**config.mk**
```make
export PLATFORM = sky130hd
export DESIGN_NAME = mod47_inv_seq_flat
export DESIGN_NICKNAME = d
export VERILOG_FILES = /design/src/rtl/mod47_inv_if.sv /design/src/rtl/mod47_inv_seq.sv /design/src/flat_wrapper.sv
export SDC_FILE = /design/constraint.sdc
export NUM_CORES = 1
export LEC_CHECK = 0
export BUFFER_PORTS_ARGS = -buffer_cell sky130_fd_sc_hd__buf_4
export CAP_MARGIN = 20
export CORE_ASPECT_RATIO = 0.75
export CORE_MARGIN = 5
export CORE_UTILIZATION = 65
export DETAILED_ROUTE_END_ITERATION = 10
export PLACE_DENSITY = 0.81
export SYNTH_ARGS = -nofsm -noshare
export SYNTH_HDL_FRONTEND = slang
export SYNTH_SLANG_ARGS = --single-unit
export TNS_END_PERCENT = 30
```
**constraint.sdc**
```tcl
create_clock -name clk -period 30.5 [get_ports clk]
set_clock_uncertainty 0.2 [all_clocks]
set_input_delay 1.525 -clock clk [delete_from_list [all_inputs] [get_ports clk]]
set_output_delay 1.525 -clock clk [all_outputs]
set_load 0.01 [all_outputs]
```
**src/rtl/mod47_inv_if.sv**
```systemverilog
// mod47_inv_if: valid/ready bundle for the mod-47 modular-inverse unit.
//
// Signals:
//   in_valid   producer -> unit   operand valid
//   in_ready   unit -> producer   unit can accept an operand
//   in_data    producer -> unit   operand a (W bits)
//   out_valid  unit -> consumer   result valid
//   out_ready  consumer -> unit   consumer accepts the result
//   out_data   unit -> consumer   a^-1 mod MOD (W bits)
//   out_err    unit -> consumer   operand was not invertible
//   out_chk    unit -> consumer   self-check failure flag
//
// Modports: slave = the inverse unit, master = the surrounding logic.
interface mod47_inv_if #(
    parameter int W = 6
);
    logic         in_valid;
    logic         in_ready;
    logic [W-1:0] in_data;
    logic         out_valid;
    logic         out_ready;
    logic [W-1:0] out_data;
    logic         out_err;
    logic         out_chk;

    modport slave (
        input  in_valid, in_data, out_ready,
        output in_ready, out_valid, out_data, out_err, out_chk
    );

    modport master (
        output in_valid, in_data, out_ready,
        input  in_ready, out_valid, out_data, out_err, out_chk
    );
endinterface

```
**src/rtl/mod47_inv_seq.sv**
```systemverilog
// mod47_inv_seq: sequential modular inverse a^-1 mod MOD via Fermat
// exponentiation a^(MOD-2), left-to-right square-and-multiply, one modular
// multiply per cycle.
//
// Ports:
//   clk   rising-edge clock
//   rst   asynchronous, active-high reset
//   bus   mod47_inv_if.slave: in_valid/in_ready/in_data operand handshake,
//         out_valid/out_ready/out_data/out_err/out_chk result handshake
//
// Optional feature (macro MOD47_INV_SELFCHECK_EN): adds a CHK state after the
// last compute cycle that multiplies the result by the operand and raises
// out_chk when the product is not 1. Without the macro out_chk is tied to 0.
module mod47_inv_seq #(
    parameter int MOD = 47,
    parameter int W   = 6
) (
    input  logic            clk,
    input  logic            rst,
    mod47_inv_if.slave      bus
);
    localparam int EXP = MOD - 2;
    localparam int EW  = $clog2(EXP + 1);
    // For MOD=3 (EW=1) the single square+multiply yields a^3 == a == a^-1,
    // so starting at index 0 is still correct.
    localparam int IDX_START = (EW >= 2) ? EW - 2 : 0;
    localparam int IW        = (EW > 1) ? $clog2(EW) : 1;

    localparam logic [W-1:0]  MOD_W = W'(MOD);
    localparam logic [EW-1:0] EXP_V = EW'(EXP);
    localparam logic [W-1:0]  ONE_W = W'(1);

`ifdef MOD47_INV_SELFCHECK_EN
    typedef enum logic [2:0] {IDLE, SQ, MUL, CHK, DONE} state_t;
`else
    typedef enum logic [1:0] {IDLE, SQ, MUL, DONE} state_t;
`endif

    // Full 2W-bit product reduced into [0, MOD-1].
    function automatic logic [W-1:0] mod_mul(input logic [W-1:0] x,
                                             input logic [W-1:0] y);
        logic [2*W-1:0] p;
        logic [2*W-1:0] r;
        p = {{W{1'b0}}, x} * {{W{1'b0}}, y};
        r = p % (2*W)'(MOD);
        return r[W-1:0];
    endfunction

    state_t        state;
    logic [W-1:0]  acc;
    logic [W-1:0]  base;
    logic [IW-1:0] idx;
    logic          in_ready_r;
    logic          out_valid_r;
    logic [W-1:0]  out_data_r;
    logic          out_err_r;
    logic [W-1:0]  mul_b;
    logic [W-1:0]  prod;

    // SQ squares the accumulator; MUL (and CHK) multiply by the operand.
    assign mul_b = (state == SQ) ? acc : base;
    assign prod  = mod_mul(acc, mul_b);

    assign bus.in_ready  = in_ready_r;
    assign bus.out_valid = out_valid_r;
    assign bus.out_data  = out_data_r;
    assign bus.out_err   = out_err_r;

`ifdef MOD47_INV_SELFCHECK_EN
    logic out_chk_r;
    assign bus.out_chk = out_chk_r;
`else
    assign bus.out_chk = 1'b0;
`endif

    always_ff @(posedge clk or posedge rst) begin
        if (rst) begin
            state       <= IDLE;
            acc         <= '0;
            base        <= '0;
            idx         <= '0;
            in_ready_r  <= 1'b1;
            out_valid_r <= 1'b0;
            out_data_r  <= '0;
            out_err_r   <= 1'b0;
`ifdef MOD47_INV_SELFCHECK_EN
            out_chk_r   <= 1'b0;
`endif
        end else begin
            case (state)
                IDLE: begin
                    if (bus.in_valid) begin
                        base       <= bus.in_data;
                        in_ready_r <= 1'b0;
`ifdef MOD47_INV_SELFCHECK_EN
                        out_chk_r  <= 1'b0;
`endif
                        if (bus.in_data == '0 || bus.in_data >= MOD_W) begin
                            acc         <= '0;
                            out_data_r  <= '0;
                            out_err_r   <= 1'b1;
                            out_valid_r <= 1'b1;
                            state       <= DONE;
                        end else begin
                            acc       <= bus.in_data;
                            idx       <= IW'(IDX_START);
                            out_err_r <= 1'b0;
                            state     <= SQ;
                        end
                    end
                end
                SQ: begin
                    acc <= prod;
                    if (EXP_V[idx]) begin
                        state <= MUL;
                    end else if (idx == '0) begin
`ifdef MOD47_INV_SELFCHECK_EN
                        state       <= CHK;
`else
                        state       <= DONE;
                        out_valid_r <= 1'b1;
                        out_data_r  <= prod;
`endif
                    end else begin
                        idx <= idx - 1'b1;
                    end
                end
                MUL: begin
                    acc <= prod;
                    if (idx == '0) begin
`ifdef MOD47_INV_SELFCHECK_EN
                        state       <= CHK;
`else
                        state       <= DONE;
                        out_valid_r <= 1'b1;
                        out_data_r  <= prod;
`endif
                    end else begin
                        idx   <= idx - 1'b1;
                        state <= SQ;
                    end
                end
`ifdef MOD47_INV_SELFCHECK_EN
                CHK: begin
                    // prod here is acc*base: a correct inverse gives 1.
                    out_chk_r   <= (prod != ONE_W);
                    out_data_r  <= acc;
                    out_valid_r <= 1'b1;
                    state       <= DONE;
                end
`endif
                DONE: begin
                    // Result and flags hold while the consumer stalls.
                    if (bus.out_ready) begin
                        out_valid_r <= 1'b0;
                        in_ready_r  <= 1'b1;
                        state       <= IDLE;
                    end
                end
                default: state <= IDLE;
            endcase
        end
    end
endmodule

```
**src/flat_wrapper.sv**
```systemverilog
// flat-port wrapper written by rule: the top's interface ports become plain ports
module mod47_inv_seq_flat 
#(
    parameter int MOD = 47,
    parameter int W   = 6
)
  (clk, rst, bus_in_valid, bus_in_data, bus_out_ready, bus_in_ready, bus_out_valid, bus_out_data, bus_out_err, bus_out_chk);
  mod47_inv_if #(.W(W)) bus_i ();
  input  logic clk;
  input  logic rst;
  input wire logic [$bits(bus_i.in_valid)-1:0] bus_in_valid;
  input wire logic [$bits(bus_i.in_data)-1:0] bus_in_data;
  input wire logic [$bits(bus_i.out_ready)-1:0] bus_out_ready;
  output wire logic [$bits(bus_i.in_ready)-1:0] bus_in_ready;
  output wire logic [$bits(bus_i.out_valid)-1:0] bus_out_valid;
  output wire logic [$bits(bus_i.out_data)-1:0] bus_out_data;
  output wire logic [$bits(bus_i.out_err)-1:0] bus_out_err;
  output wire logic [$bits(bus_i.out_chk)-1:0] bus_out_chk;
  assign bus_i.in_valid = bus_in_valid;
  assign bus_i.in_data = bus_in_data;
  assign bus_i.out_ready = bus_out_ready;
  assign bus_in_ready = bus_i.in_ready;
  assign bus_out_valid = bus_i.out_valid;
  assign bus_out_data = bus_i.out_data;
  assign bus_out_err = bus_i.out_err;
  assign bus_out_chk = bus_i.out_chk;
  mod47_inv_seq #(.MOD(MOD), .W(W)) u_core (.clk(clk), .rst(rst), .bus(bus_i));
endmodule
```
==> flow_summary.toml, run 1 <==
[outcome]
status = "complete, no violations"

[synth]
yosysMostFrequentCell = "nand2_1"
synthXorXnorAreaFrac_pct = 3.688
synth_ff_type = "dfrtp_1"
synth_mux_area_share_pct = 7.125
synth_top_family_by_area = "compound AO/OA/AOI/OAI gates"
synth_top_area_cell = "dfrtp_1"
synth_compound_area_share_pct = 29.11
synthesis.area_um2 = 4478
ys_seq_elements = 26
synthSimpleGateAreaFrac_pct = 24.20
synthCells = 560
synth_adder_area_share_pct = 15.70
async_reset_ff_share_pct = 100.0
synth-seq-area-share_pct = 14.56
synth_edf_count = 0
postSynthAreaPerCell_um2 = 7.997
yosys_warnings = 0
ys_top_cells_by_area = "dfrtp_1, ha_1, fa_1"
yosysTopAreaCellShare_pct = 13.97
synth.cells.most_frequent = "nand2_1, inv_1, nor2_1"
ys_types = 84
syn_nets = 616

[route]
via_count = 4399
route.detailed.drc = 0
drt_iter0_drc = 332
wl_per_cell_um = 17.35
via_per_inst = 6.799
first_pass_iters = 6
drt-total-wl_mm = 11.23
antenna_left = 0

[cts]
holdBufCountCts = 0
cts_max_path_buffers = 2
postCtsSetupBuffers = 0
cts_num_sinks = 26
numCtsBuffers = 3
cts_resized = 0
cts_root_buffer = "clkbuf_8"
cts_max_level = 1
cts_tree = "yes"
clk_pin_slew_ns = 0.09
insertion_delay_ns = 0.27

[timing]
fmax_mhz = 87.33
finalCritPeriodShare_pct = 37.54
rsz0062_at_grt = "no"
period_needed_ns = 11.45
slew_viol_final = 0
tightest_slew_ns = 1.003
fin_setup_tns_ns = 0
hold_viol_final = 0
setup-violations-final = 0
slew_headroom_pct = 32.45

[critical_path]
crit_top_cell = "inv_1"
cp-start-kind = "register"
path_buf_inv = 5
path_class = "reg2reg"
cp_slowest_cell = "or4_1"
rr_startpoint = "u_core.state[1]"
cp_data_required_time_ns = 30.40
cp_slowest_stage_delay_ns = 0.63
rrSetupSlack_ns = 19.05
end_kind = "register"
reg2reg_depth = 38
timing.rr.end = "u_core.acc[2]"
cp_max_fo = 16
crit_family = "compound AO/OA/AOI/OAI gates"
crit_arrival_ns = 11.35

[placed_design]
port_buffers = 18
place_inst = 642
gp_congestion = 0.9207
dp_hpwl_mm = 8.925
placed_cell_area_um2 = 4628

[job]
maxCapViolCount = 0

[floorplanning]
dieHeight_um = 81.88
io_pins = 20
die_w_um = 105.8
design.die.area_um2 = 8666
fp.coreArea_um2 = 6766
floorplan.initialDensity_pct = 66.18
num_rows = 26

[final_layout]
drive_above_1_share_pct = 11.90
n_fill_cell = 560
final-seq-area_um2 = 651.9
layout.nets = 620
design_area_um2 = 4701
finalCoreUtilization_pct = 69.47
multiInputGateArea_um2 = 3578
fin_cells = 647
num_antenna_cells = 0
syn2layout_area_growth_pct = 4.973

[min_path]
hold_depth = 2
min_to = "u_core.bus.out_data[3]"
hp-class = "reg2reg"
hp-start = "u_core.bus.out_data[3]"

[grt]
grt_pass1_vias = 3867
grt_max_degree = 27
grt_overflow_total = 0
antenna_found_initial = 0
grt.total_usage_pct = 25.53
grt_pass1_wl_mm = 18.51
[cell families after synthesis]
| family | count (synthesis) |
|---|---|
| AOI/OAI and AO/OA | 169 |
| xor gates and xnor gates | 18 |
| adders and majority gates | 46 |
| buffers and inverters | 61 |
| DFF | 26 |
| muxes | 29 |
| other | 1 |
| and+or+nand+nor | 210 |
[sequential cells by signal, summed over array words and instances (netlist names)]
| name | cells |
|---|---|
| u_core.bus.in_ready | 1 |
| u_core.state | 2 |
| u_core.idx | 3 |
| u_core.acc | 6 |
| u_core.bus.out_err | 1 |
| u_core.bus.out_data | 6 |
| u_core.base | 6 |
| u_core.bus.out_valid | 1 |
[metal layers]
| metal | global-route usage, % | up-vias | part of all wire (%) |
|---|---|---|---|
| met5 | 0 | - | 0 |
| met4 | 2.458 | 0 | 0.54 |
| met3 | 3.692 | 12 | 8.0 |
| met2 | 40.78 | 200 | 45 |
| met1 | 38.14 | 2094 | 46 |
| li1 | - | 2093 | - |
[how the worst max path moves through the flow]
stage	start	end	slack, ns	cells after the start
after floorplan	u_core.state[1]	u_core.acc[3]	20.46	42
after global placement	u_core.state[1]	u_core.acc[2]	19.65	38
after detailed placement	u_core.state[1]	u_core.acc[2]	19.32	38
after CTS	u_core.state[1]	u_core.acc[2]	19.28	38
after global routing	u_core.state[1]	u_core.acc[2]	18.34	38
final	u_core.state[1]	u_core.acc[2]	19.05	38
[worst min-delay path, cell delays in order (launching register included)]
cell     delay (ns)
dfrtp_1        0.36
nand2_1        0.06
o31ai_1        0.05
[metrics by stage]
step / hold WS, ns / setup WS (ns)
5_1_grt: 0.3219 / 18.34
6_report: 0.2971 / 19.05
3_5_place_dp: 0.2808 / 19.32
3_3_place_gp: 0.2669 / 19.65
2_1_floorplan: 0.2926 / 20.46
4_1_cts: 0.3005 / 19.28
[cell type report]
class                      instances  share of cell area [%]
clock buffer                       4                  0.9582
inverter                          40                   3.194
multi-input combinational        473                   76.12
sequential                        26                   13.87
tap                               84                   2.236
timing repair buffer              20                   3.620
[layout by cell type, fill, tap and decap left out, drive strengths merged, types with 15 or more instances in the layout]
master   n
a21oi   24
nor3    19
inv     40
dfrtp   25
fa      17
nand2   54
nor2    37
nand3   17
mux2i   15
buf     20
o21ai   31
and2    23
ha      29
Power of run 1 is left out: the tool's default activity adds up to more than one toggle a clock period on the data nets, which glitch-free logic cannot reach.
==> inputs of run 2 (changes only) <==
ABC_AREA = 1   (was unset)
CORE_UTILIZATION = 58   (was 65)
PLACE_DENSITY = 0.76   (was 0.81)
clock period = 10.1 ns   (was 30.5 ns; I/O delays follow)
==> flow_summary.toml, run 2 <==
[synth]
synthesis.area_um2 = 4168
ys_types = 44
synth-seq-area-share_pct = 15.64
synth.cells.most_frequent = "nand2_1, inv_1, nor2_1"
synthCells = 633
ys_top_cells_by_area = "dfrtp_1, nand2_1, inv_1"
postSynthAreaPerCell_um2 = 6.584
yosys_warnings = 0
syn_nets = 689
synth_top_area_cell = "dfrtp_1"
synth_ff_type = "dfrtp_1"
ys_seq_elements = 26
async_reset_ff_share_pct = 100.0
synth_edf_count = 0
yosysMostFrequentCell = "nand2_1"
yosysTopAreaCellShare_pct = 15.01

[cts]
holdBufCountCts = 0
cts_max_path_buffers = 2
cts_root_buffer = "clkbuf_8"
cts_resized = 0
cts_tree = "yes"
cts_num_sinks = 26
postCtsSetupBuffers = 0
clk_pin_slew_ns = 0.09
insertion_delay_ns = 0.27
cts_max_level = 1
numCtsBuffers = 3

[floorplanning]
io_pins = 20
dieHeight_um = 83.41
floorplan.initialDensity_pct = 60.43
design.die.area_um2 = 8998
fp.coreArea_um2 = 6897
die_w_um = 107.9
num_rows = 26

[timing]
slew_headroom_pct = 32.22
setup-violations-final = 0
fin_setup_tns_ns = 0
setup_slack_ns = 0.9863
finalCritPeriodShare_pct = 90.24
rsz0062_at_grt = "no"
period_needed_ns = 9.114
tightest_slew_ns = 1.017
slew_viol_final = 0
hold_viol_final = 0
fmax_mhz = 109.7

[grt]
grt.total_usage_pct = 20.11
antenna_found_initial = 0
grt_pass1_vias = 3526
grt_overflow_total = 0
grt_pass1_wl_mm = 15.54
grt_max_degree = 27

[route]
wl_per_cell_um = 11.88
via_per_inst = 5.151
drt_iter0_drc = 324
antenna_left = 0
drt-total-wl_mm = 8.888
first_pass_iters = 5
via_count = 3853
route.detailed.drc = 0

[critical_path]
cp_max_fo = 10
cp_slowest_stage_delay_ns = 0.54
end_kind = "register"
path_class = "reg2reg"
crit_top_cell = "nand2_1"
crit_arrival_ns = 9.11
cp-start-kind = "register"
cp_data_required_time_ns = 10.09
cp_slowest_cell = "fa_1"

[placed_design]
port_buffers = 18
gp_congestion = 0.8808
dpl_worst_slack_ns = 1.013
place_inst = 743
dp_hpwl_mm = 7.543

[final_layout]
syn2layout_area_growth_pct = 7.655
n_fill_cell = 622
num_antenna_cells = 0
layout_commonest_cell = "nand2_1"
drive_above_1_share_pct = 19.08
fin_cells = 748
layout.nets = 707
final_cell_mix = "nand2_1, inv_1, nor2_1"

[min_path]
hp-class = "in2async"

[outcome]
status = "complete, no violations"

[job]
maxCapViolCount = 0
[run 2: stage by stage]
step | util, % | hold WS, ns | instance area [um^2]
4_1_cts | 64.66 | 0.2874 | 4459
2_1_floorplan | - | 0.2537 | 4168
3_3_place_gp | 63.62 | 0.2740 | 4388
5_1_grt | 65.06 | 0.07693 | 4487
3_5_place_dp | 63.62 | 0.2787 | 4388
6_report | 65.06 | 0.05065 | 4487
[run 2: metal layers]
| layer | share of wire, % | GRT usage (%) | vias up |
|---|---|---|---|
| met5 | 0 | 0 | - |
| met4 | 0.93 | 2.752 | 0 |
| met3 | 5.3 | 2.791 | 15 |
| met2 | 43 | 31.60 | 102 |
| met1 | 50 | 29.90 | 1733 |
| li1 | - | - | 2003 |
[run 2: area by class of cell]
cell class | count | area (um^2) | share of cell area [%]
inverters | 126 | 474.2 | 10.57
flip-flops and latches | 26 | 651.9 | 14.53
clock inverters | 1 | 30.03 | 0.6693
multi-input cells | 475 | 3004 | 66.95
clock buffers | 3 | 41.29 | 0.9202
repair buffers | 19 | 162.7 | 3.625
well taps | 98 | 122.6 | 2.733
[run 2: cells by family after synthesis]
logic type      synth area share (%)
simple gates                   42.63
buf+inv                        12.28
compound gates                 10.54
fa+ha+maj                      16.87
flops                          15.64
xor+xnor                       1.681
other cells                  0.08998
mux                           0.2702
[run 2: path summary, 6_finish.rpt]
path / startpoint / endpoint / slack (ns) / depth (start not counted)
max in group asynchronous: rst / u_core.bus.in_ready / 9.11 / 3
min in group clk: u_core.bus.out_data[3] / u_core.bus.out_data[3] / 0.30 / 2
max: u_core.state[1] / u_core.bus.out_data[5] / 0.99 / 59
max reg2reg: u_core.state[1] / u_core.bus.out_data[5] / 0.99 / 59
min: rst / u_core.acc[3] / 0.05 / 2
min reg2reg: u_core.bus.out_data[3] / u_core.bus.out_data[3] / 0.30 / 2
[run 2: worst max-delay path: cells and delay by family, from the launching register on]
kind            cells  cell delay, ns
xor+xnor            1            0.17
fa+ha+maj           7            2.63
flops               1            0.41
simple gates       34            3.24
compound gates      6            1.53
buf+inv            11            0.81
Power of run 2 is left out for the same reason.
==> inputs of run 3 (changes only) <==
RECOVER_POWER = 50   (was unset)
==> flow_summary.toml, run 3 (synthesized netlist as in run 2, its figures left out) <==
[timing]
hold_viol_final = 0
slew_headroom_pct = 36.53
finalCritPeriodShare_pct = 90.14
setup_slack_ns = 0.9957
fmax_mhz = 109.8
tightest_slew_ns = 0.9521
slew_viol_final = 0
period_needed_ns = 9.104
hold_ws_ns = 0.008749
setup-violations-final = 0
fin_setup_tns_ns = 0
rsz0062_at_grt = "no"

[placed_design]
port_buffers = 18
dpl_worst_slack_ns = 1.013
dp_hpwl_mm = 7.543
gp_congestion = 0.8808

[cts]
cts_tree = "yes"
numCtsBuffers = 3
insertion_delay_ns = 0.28
clk_pin_slew_ns = 0.09
cts_resized = 0
cts_max_path_buffers = 2
cts_root_buffer = "clkbuf_8"
cts_num_sinks = 26
holdBufCountCts = 0
cts_max_level = 1
postCtsSetupBuffers = 0

[floorplanning]
floorplan.initialDensity_pct = 60.43
design.die.area_um2 = 8998
fp.coreArea_um2 = 6897
dieHeight_um = 83.41
io_pins = 20
num_rows = 26
die_w_um = 107.9

[grt]
grt_overflow_total = 0
grt_pass1_wl_mm = 15.54
grt.total_usage_pct = 20.11
grt_pass1_vias = 3526
antenna_found_initial = 0
grt_max_degree = 27

[outcome]
status = "complete, no violations"

[final_layout]
layout.nets = 707
num_antenna_cells = 0
drive_above_1_share_pct = 18.31
layout_commonest_cell = "nand2_1"
syn2layout_area_growth_pct = 6.725
final_cell_mix = "nand2_1, inv_1, nor2_1"
finalCoreUtilization_pct = 64.50
n_fill_cell = 633

[critical_path]
cp_data_required_time_ns = 10.09
cp_max_fo = 10
crit_arrival_ns = 9.10
path_class = "reg2reg"
cp-start-kind = "register"
cp_slowest_cell = "fa_1"
path_buf_inv = 11
cp_slowest_stage_delay_ns = 0.54
end_kind = "register"
crit_top_cell = "nand2_1"
crit_family = "simple AND/OR/NAND/NOR gates"

[route]
drt_iter0_drc = 263
drt-total-wl_mm = 8.877
antenna_left = 0
wl_per_cell_um = 11.87
via_per_inst = 5.148
via_count = 3851
first_pass_iters = 5
route.detailed.drc = 0

[job]
maxCapViolCount = 0

[min_path]
hp-class = "in2async"
==> run 3: changes by cell type in the layout (fill, tap and decap cells not counted) <==
cell      previous run  this run
buf_4               18        13
clkbuf_1             0         5
clkbuf_4             0         1
buf_16               1         0
==> run 3: final timing paths <==
kind / start / end / slack [ns] / depth (start not counted)
max in group asynchronous: rst / u_core.base[5] / 8.55 / 3
worst min register to register: u_core.bus.out_data[3] / u_core.bus.out_data[3] / 0.30 / 2
worst max register to register: u_core.state[1] / u_core.bus.out_data[5] / 1.0 / 59
min in group clk: u_core.bus.out_data[3] / u_core.bus.out_data[3] / 0.30 / 2
worst max-delay path: u_core.state[1] / u_core.bus.out_data[5] / 1.0 / 59
worst min-delay path: rst / u_core.acc[1] / 0.009 / 2
==> run 3: layout make-up <==
| type | count | area (um^2) | share of cell area (%) |
|---|---|---|---|
| clock buffer | 3 | 41.29 | 0.9283 |
| clock inverter | 1 | 30.03 | 0.6751 |
| inverter | 126 | 474.2 | 10.66 |
| multi-input combinational | 475 | 3004 | 67.54 |
| sequential | 26 | 651.9 | 14.66 |
| tap | 98 | 122.6 | 2.757 |
| timing repair buffer | 19 | 123.9 | 2.785 |
==> run 3: stage by stage <==
step	cells	area, um^2
6_report	748	4448
4_1_cts	747	4459
5_1_grt	748	4448
3_3_place_gp	743	4388
3_5_place_dp	743	4388
2_1_floorplan	633	4168
==> run 3: per-layer routing <==
| metal | track usage [%] | up-vias | wire [um] |
|---|---|---|---|
| li1 | - | 2001 | - |
| met1 | 29.90 | 1736 | 4441 |
| met2 | 31.60 | 99 | 3861 |
| met3 | 2.791 | 15 | 480 |
| met4 | 2.752 | 0 | 93 |
| met5 | 0 | - | 0 |
Power of run 3 is left out for the same reason.
